<file path="src/rtl/imem_loader_pkg.sv">
// imem_loader shared definitions.
// State encoding and checksum target.
package imem_loader_pkg;
  localparam logic [2:0] S_IDLE = 3'd0;
  localparam logic [2:0] S_LEN  = 3'd1;
  localparam logic [2:0] S_DATA = 3'd2;
  localparam logic [2:0] S_CSUM = 3'd3;
  localparam logic [2:0] S_DONE = 3'd4;
  localparam logic [2:0] S_ERR  = 3'd5;

  localparam logic [7:0] CHECKSUM_OK = 8'h00;
endpackage

</file>
<file path="src/rtl/imem_word_packer.sv">
// Little-endian byte-to-word assembler.
// Owns lane counter, assembly word, byte mask and write strobe.
module imem_word_packer
  import imem_loader_pkg::*;
(
  input  logic        clk_i,
  input  logic        rst_i,
  input  logic        clear_i,
  input  logic        push_i,
  input  logic        last_i,
  input  logic [7:0]  byte_i,
  output logic        launch_o,
  output logic        we_o,
  output logic [31:0] wdata_o,
  output logic [3:0]  be_o
);
  logic [1:0]  lane_q;
  logic [31:0] asm_q;
  logic [3:0]  mask_q;
  logic        we_q;
  logic [31:0] wdata_q;
  logic [3:0]  be_q;
  logic [31:0] word_d;
  logic [3:0]  mask_d;
  logic        launch;

  // Merge the incoming byte into its lane; launch on lane 3 or last byte.
  always_comb begin
    word_d = asm_q | ({24'd0, byte_i} << {lane_q, 3'b000});
    mask_d = mask_q | (4'b0001 << lane_q);
    launch = push_i && ((lane_q == 2'd3) || last_i);
  end

  // Assembly word clears on launch so back-to-back bytes never stall.
  always_ff @(posedge clk_i or posedge rst_i) begin
    if (rst_i) begin
      lane_q  <= '0;
      asm_q   <= '0;
      mask_q  <= '0;
      we_q    <= 1'b0;
      wdata_q <= '0;
      be_q    <= '0;
    end else begin
      we_q <= launch;
      if (launch) begin
        wdata_q <= word_d;
        be_q    <= mask_d;
      end else begin
        be_q <= '0;
      end
      if (clear_i || launch) begin
        lane_q <= '0;
        asm_q  <= '0;
        mask_q <= '0;
      end else if (push_i) begin
        lane_q <= lane_q + 2'd1;
        asm_q  <= word_d;
        mask_q <= mask_d;
      end
    end
  end

  assign launch_o = launch;
  assign we_o     = we_q;
  assign wdata_o  = wdata_q;
  assign be_o     = be_q;
endmodule

</file>
<file path="src/rtl/imem_loader.sv">
// Streamed program loader for instruction memory.
// Header length, payload words, then an 8-bit zero-sum checksum.
module imem_loader
  import imem_loader_pkg::*;
#(
  parameter int DEPTH_BYTES = 24,
  parameter int ADDR_WIDTH  = 32
) (
  input  logic                  clk_i,
  input  logic                  rst_i,
  input  logic                  start_i,
  input  logic [7:0]            byte_i,
  input  logic                  byte_valid_i,
  output logic                  byte_ready_o,
  output logic                  mem_we_o,
  output logic [ADDR_WIDTH-1:0] mem_addr_o,
  output logic [31:0]           mem_wdata_o,
  output logic [3:0]            mem_be_o,
  output logic                  cpu_hold_o,
  output logic                  busy_o,
  output logic                  done_o,
  output logic                  error_o
);
  logic [2:0]            state_q, state_d;
  logic [31:0]           cnt_q, cnt_d;
  logic [31:0]           len_q, len_d;
  logic [7:0]            sum_q, sum_d;
  logic                  done_q, done_d;
  logic                  err_q, err_d;
  logic                  hold_q, hold_d;
  logic [ADDR_WIDTH-1:0] addr_q, addr_d;
  logic                  ready, xfer, push, last, launch, clear;
  logic [31:0]           n_full;

  assign ready  = (state_q == S_LEN) || (state_q == S_DATA)
               || (state_q == S_CSUM);
  assign xfer   = ready && byte_valid_i;
  assign push   = xfer && (state_q == S_DATA);
  assign last   = (cnt_q + 32'd1) == len_q;
  assign n_full = {byte_i, len_q[23:0]};
  assign clear  = (state_d == S_LEN) && (state_q != S_LEN);

  imem_word_packer u_packer (
    .clk_i    (clk_i),
    .rst_i    (rst_i),
    .clear_i  (clear),
    .push_i   (push),
    .last_i   (last),
    .byte_i   (byte_i),
    .launch_o (launch),
    .we_o     (mem_we_o),
    .wdata_o  (mem_wdata_o),
    .be_o     (mem_be_o)
  );

  // Load sequencing: header, payload, checksum, verdict.
  always_comb begin
    state_d = state_q;
    cnt_d   = cnt_q;
    len_d   = len_q;
    sum_d   = sum_q;
    done_d  = done_q;
    err_d   = err_q;
    hold_d  = hold_q;
    addr_d  = addr_q;
    if (launch) addr_d = ADDR_WIDTH'({cnt_q[31:2], 2'b00});
    case (state_q)
      S_LEN: begin
        if (xfer) begin
          len_d[8*cnt_q[1:0] +: 8] = byte_i;
          cnt_d = cnt_q + 32'd1;
          if (cnt_q[1:0] == 2'd3) begin
            cnt_d = '0;
            if (n_full > 32'(DEPTH_BYTES)) begin
              state_d = S_ERR;
              err_d   = 1'b1;
            end else if (n_full == 32'd0) begin
              state_d = S_CSUM;
            end else begin
              state_d = S_DATA;
            end
          end
        end
      end
      S_DATA: begin
        if (xfer) begin
          sum_d = sum_q + byte_i;
          cnt_d = cnt_q + 32'd1;
          if (last) state_d = S_CSUM;
        end
      end
      S_CSUM: begin
        if (xfer) begin
          if (8'(sum_q + byte_i) == CHECKSUM_OK) begin
            state_d = S_DONE;
            done_d  = 1'b1;
            hold_d  = 1'b0;
          end else begin
            state_d = S_ERR;
            err_d   = 1'b1;
          end
        end
      end
      default: begin
        if (start_i) begin
          state_d = S_LEN;
          cnt_d   = '0;
          len_d   = '0;
          sum_d   = '0;
          done_d  = 1'b0;
          err_d   = 1'b0;
          hold_d  = 1'b1;
        end
      end
    endcase
  end

  // Loader state registers; reset holds the CPU.
  always_ff @(posedge clk_i or posedge rst_i) begin
    if (rst_i) begin
      state_q <= S_IDLE;
      cnt_q   <= '0;
      len_q   <= '0;
      sum_q   <= '0;
      done_q  <= 1'b0;
      err_q   <= 1'b0;
      hold_q  <= 1'b1;
      addr_q  <= '0;
    end else begin
      state_q <= state_d;
      cnt_q   <= cnt_d;
      len_q   <= len_d;
      sum_q   <= sum_d;
      done_q  <= done_d;
      err_q   <= err_d;
      hold_q  <= hold_d;
      addr_q  <= addr_d;
    end
  end

  assign byte_ready_o = ready;
  assign busy_o       = ready;
  assign mem_addr_o   = addr_q;
  assign cpu_hold_o   = hold_q;
  assign done_o       = done_q;
  assign error_o      = err_q;
endmodule

</file>
<file path="config.mk">
export PLATFORM = sky130hd
export DESIGN_NAME = imem_loader
export DESIGN_NICKNAME = d
export VERILOG_FILES = /design/src/rtl/imem_loader_pkg.sv /design/src/rtl/imem_word_packer.sv /design/src/rtl/imem_loader.sv
export SDC_FILE = /design/constraint.sdc
export NUM_CORES = 1
export LEC_CHECK = 0
export CAP_MARGIN = 20
export CORE_MARGIN = 2
export CORE_UTILIZATION = 40
export CTS_CLUSTER_SIZE = 24
export DETAILED_ROUTE_END_ITERATION = 7
export PLACE_DENSITY = 0.68
export SETUP_SLACK_MARGIN = 0.5
export SLEW_MARGIN = 20
export SYNTH_ARGS = -nofsm -noshare
export SYNTH_HDL_FRONTEND = slang
export SYNTH_SLANG_ARGS = --single-unit
export TNS_END_PERCENT = 1
</file>
<file path="constraint.sdc">
create_clock -name clk_i -period 6.7 [get_ports clk_i]
set_input_delay 0.67 -clock clk_i [delete_from_list [all_inputs] [get_ports clk_i]]
set_output_delay 0.67 -clock clk_i [all_outputs]
set_load 0.1 [all_outputs]
</file>
==> flow_metrics.tcl <==
set metrics [dict create \
    ioPinCount 86 \
    port_buffers 83 \
    dieArea_sq_um 25560 \
    die_height_microns 159.9 \
    synth_top_area_share_pct 46.86 \
    antenna_cells 0 \
    routedWlPerCell_microns 17.55 \
    final_common_cell "dfrtp_1" \
    clkPwrFrac_pct 31.2 \
    postCtsSetupBuffers 0 \
    period_share_pct 72.05 \
    p_per_area_nw_per_um2 299.0 \
    grt_use_total_pct 19.99 \
    max_freq_ghz 0.2072 \
    finalNetCount 1090 \
    first_global_vias 7696 \
    grt_overflow 0 \
    p_leak_uw 0.004845 \
    multi_input_area_sq_um 4608 \
    detail-route-antenna-nets 0 \
    synth.avg_cell_area_sq_um 9.453 \
    syn_to_final_growth_pct 16.11 \
    drv_slew 0 \
    finalHoldViolations 0 \
    r2r_setup_slack_ns 1.87 \
    synth_top_cell_by_area "dfrtp_1" \
    synth-edff-count 0 \
    die_width_microns 159.9 \
    start_util_pct 40.31 \
    drtPass1Iterations 5 \
    cts_max_path_buffers 2 \
    ys.flop_type "dfrtp_1" \
    drive_above_1_share_pct 7.914 \
    grt_start_max_net_pins 114 \
    netlist_area_sq_um 9718 \
    cts-root-buf "clkbuf_16" \
    crit_path_end_kind "flop" \
    fp-row-count 57 \
    synth.distinct_cells 72 \
    hold_buffers 0 \
    gp_congestion 0.9164 \
    synth_area_leaders "dfrtp_1 47%, a21oi_1 4.4%, nand2_1 4.1%, o21ai_0 3.9%, mux2i_1 3.4%" \
    layout.cells.non_filler 1398 \
    critPathArrivalTime_ns 5.15 \
    cp_max_fo 67 \
    vias 7799 \
    rsz0062_at_grt "false" \
    fillers 2350 \
    ir_drop_v 0.0001880 \
    cts.repair.resized 0 \
    antenna_found_initial 0 \
    ys_ff_latch 183 \
    wirelength_microns 24540 \
    numCtsBuffers 17 \
    switchingPower_uw 1291 \
    yosysSeqAreaShare_pct 47.14 \
    hpwl_microns 16640 \
    core_area_sq_um 24110 \
    internal_power_uw 2083 \
    timing_worst_slew_pin_value_ns 1.019 \
    swShare_pct 38.25 \
    fin_crit_ns 4.827 \
    synth_cells 1028 \
    ys_warn_count 0 \
    seqPwrFrac_pct 38.3 \
    synthArstFlopShare_pct 100.0 \
    setup_viol 0 \
    cts.sinks 183 \
    drc 0 \
    fin_util_pct 46.81 \
    pwr-share-comb_pct 30.5 \
    min-delay-path-class "flop to flop" \
    dp.cells 1366 \
    viasPerCell 5.579 \
    grt_pass1_wl_microns 41010 \
    insertion_delay_ns 0.44 \
    slew_headroom_pct 31.55 \
    final_cell_mix "182 x dfrtp_1, 105 x nand2_1, 85 x a21oi_1, 83 x clkdlybuf4s50_1" \
    critPathKind "flop to flop" \
    drtIter0Drc 411 \
    drv_cap 0 \
    finalSetupTns_ns 0 \
    pre_cts_slack_ns 1.690 \
    cp.required_ns 7.02 \
    cts_tree "yes" \
    fin_ws_ns 1.873 \
    status "finished clean" \
    cts.htree.levels 4 \
    startpoint_type "flop" \
    regArea_sq_um 4581 \
    fin_worst_skew_ns 0.01271 \
    path_clk_slew_ns 0.07 \
]
## critical path, cell delays in order, from the launching register on
cell and delay (ns):
dfrtp_1 0.54, ha_1 0.36, nand3_1 0.41, nor4_2 0.45, xnor2_1 0.11, or4_1 0.54
nor4_1 0.44, nand3_4 0.45, nand2_4 0.92, mux2_2 0.42
## power groups by stage
| stage | clock [uW] | combinational, uW | sequential [uW] |
|---|---|---|---|
| 6_report | 1050 | 1030 | 1290 |
| 3_3_place_gp | 0 | 1010 | 1310 |
| 2_1_floorplan | 0 | 664 | 1430 |
| 3_5_place_dp | 0 | 1020 | 1310 |
| 5_1_grt | 1110 | 1140 | 1310 |
| 4_1_cts | 1070 | 1030 | 1290 |
## per-layer routing
layer / global-route usage, % / routed length [microns] / up-vias / share of wire, %
met3: 3.558 / 1382 / 45 / 5.6
met2: 32.88 / 11790 / 258 / 48
met1: 26.61 / 10810 / 3806 / 44
met5: 0 / 0 / - / 0
met4: 7.207 / 560 / 0 / 2.3
li1: - / - / 3690 / -
## logic make-up after synthesis
family,share of synthesized area (%)
AO/OA/AOI/OAI,14.47
XOR/XNOR,4.738
adder cells (fa/ha/maj),2.266
buffers and inverters,5.768
flip-flops,47.14
multiplexers,6.991
other,0.03859
AND/OR/NAND/NOR,18.59
## synth_stat cells (19+ instances only)
library cell / n
dfrtp_1: 182
nand2_1: 105
a21oi_1: 85
nor2_1: 75
o21ai_0: 75
inv_1: 52
clkbuf_1: 42
nor3_1: 41
mux2i_1: 33
xnor2_1: 32
nand3_1: 27
mux2_2: 24
nand4_1: 19
## stage by stage
stage          power, uW  area, sq um  hold slack [ns]
6_report            3374        11280           0.4831
5_1_grt             3554        11280           0.4940
2_1_floorplan       2094         9722           0.4434
3_5_place_dp        2337        10650           0.4659
4_1_cts             3388        11270           0.4856
3_3_place_gp        2323        10650           0.4637
## cell type report
class / instances / share of cell area (%)
multi-input cells: 719 / 40.84
flip-flops and latches: 183 / 40.60
repair buffers: 88 / 7.696
clock buffers: 18 / 3.892
well taps: 324 / 3.593
inverters: 52 / 1.796
clock inverters: 14 / 1.586
## state kept, by name, indices dropped and copies added (netlist names)
register	cells
u_packer.wdata_o	32
cnt_q	32
u_packer.be_o	4
done_o	1
sum_q	8
u_packer.we_o	1
error_o	1
u_packer.mask_q	4
u_packer.lane_q	2
u_packer.asm_q	32
cpu_hold_o	1
mem_addr_o	30
len_q	32
state_q	3
## worst paths after layout
path,startpoint,cells past startpoint,end
min in group asynchronous,rst_i,2,done_o
max,cnt_q[0],9,mem_addr_o[13]
max in group asynchronous,rst_i,3,len_q[12]
max reg2reg,cnt_q[0],9,mem_addr_o[13]
min,u_packer.mask_q[2],1,u_packer.be_o[2]
min reg2reg,u_packer.mask_q[2],1,u_packer.be_o[2]
Power figures use the tool's default switching activity.
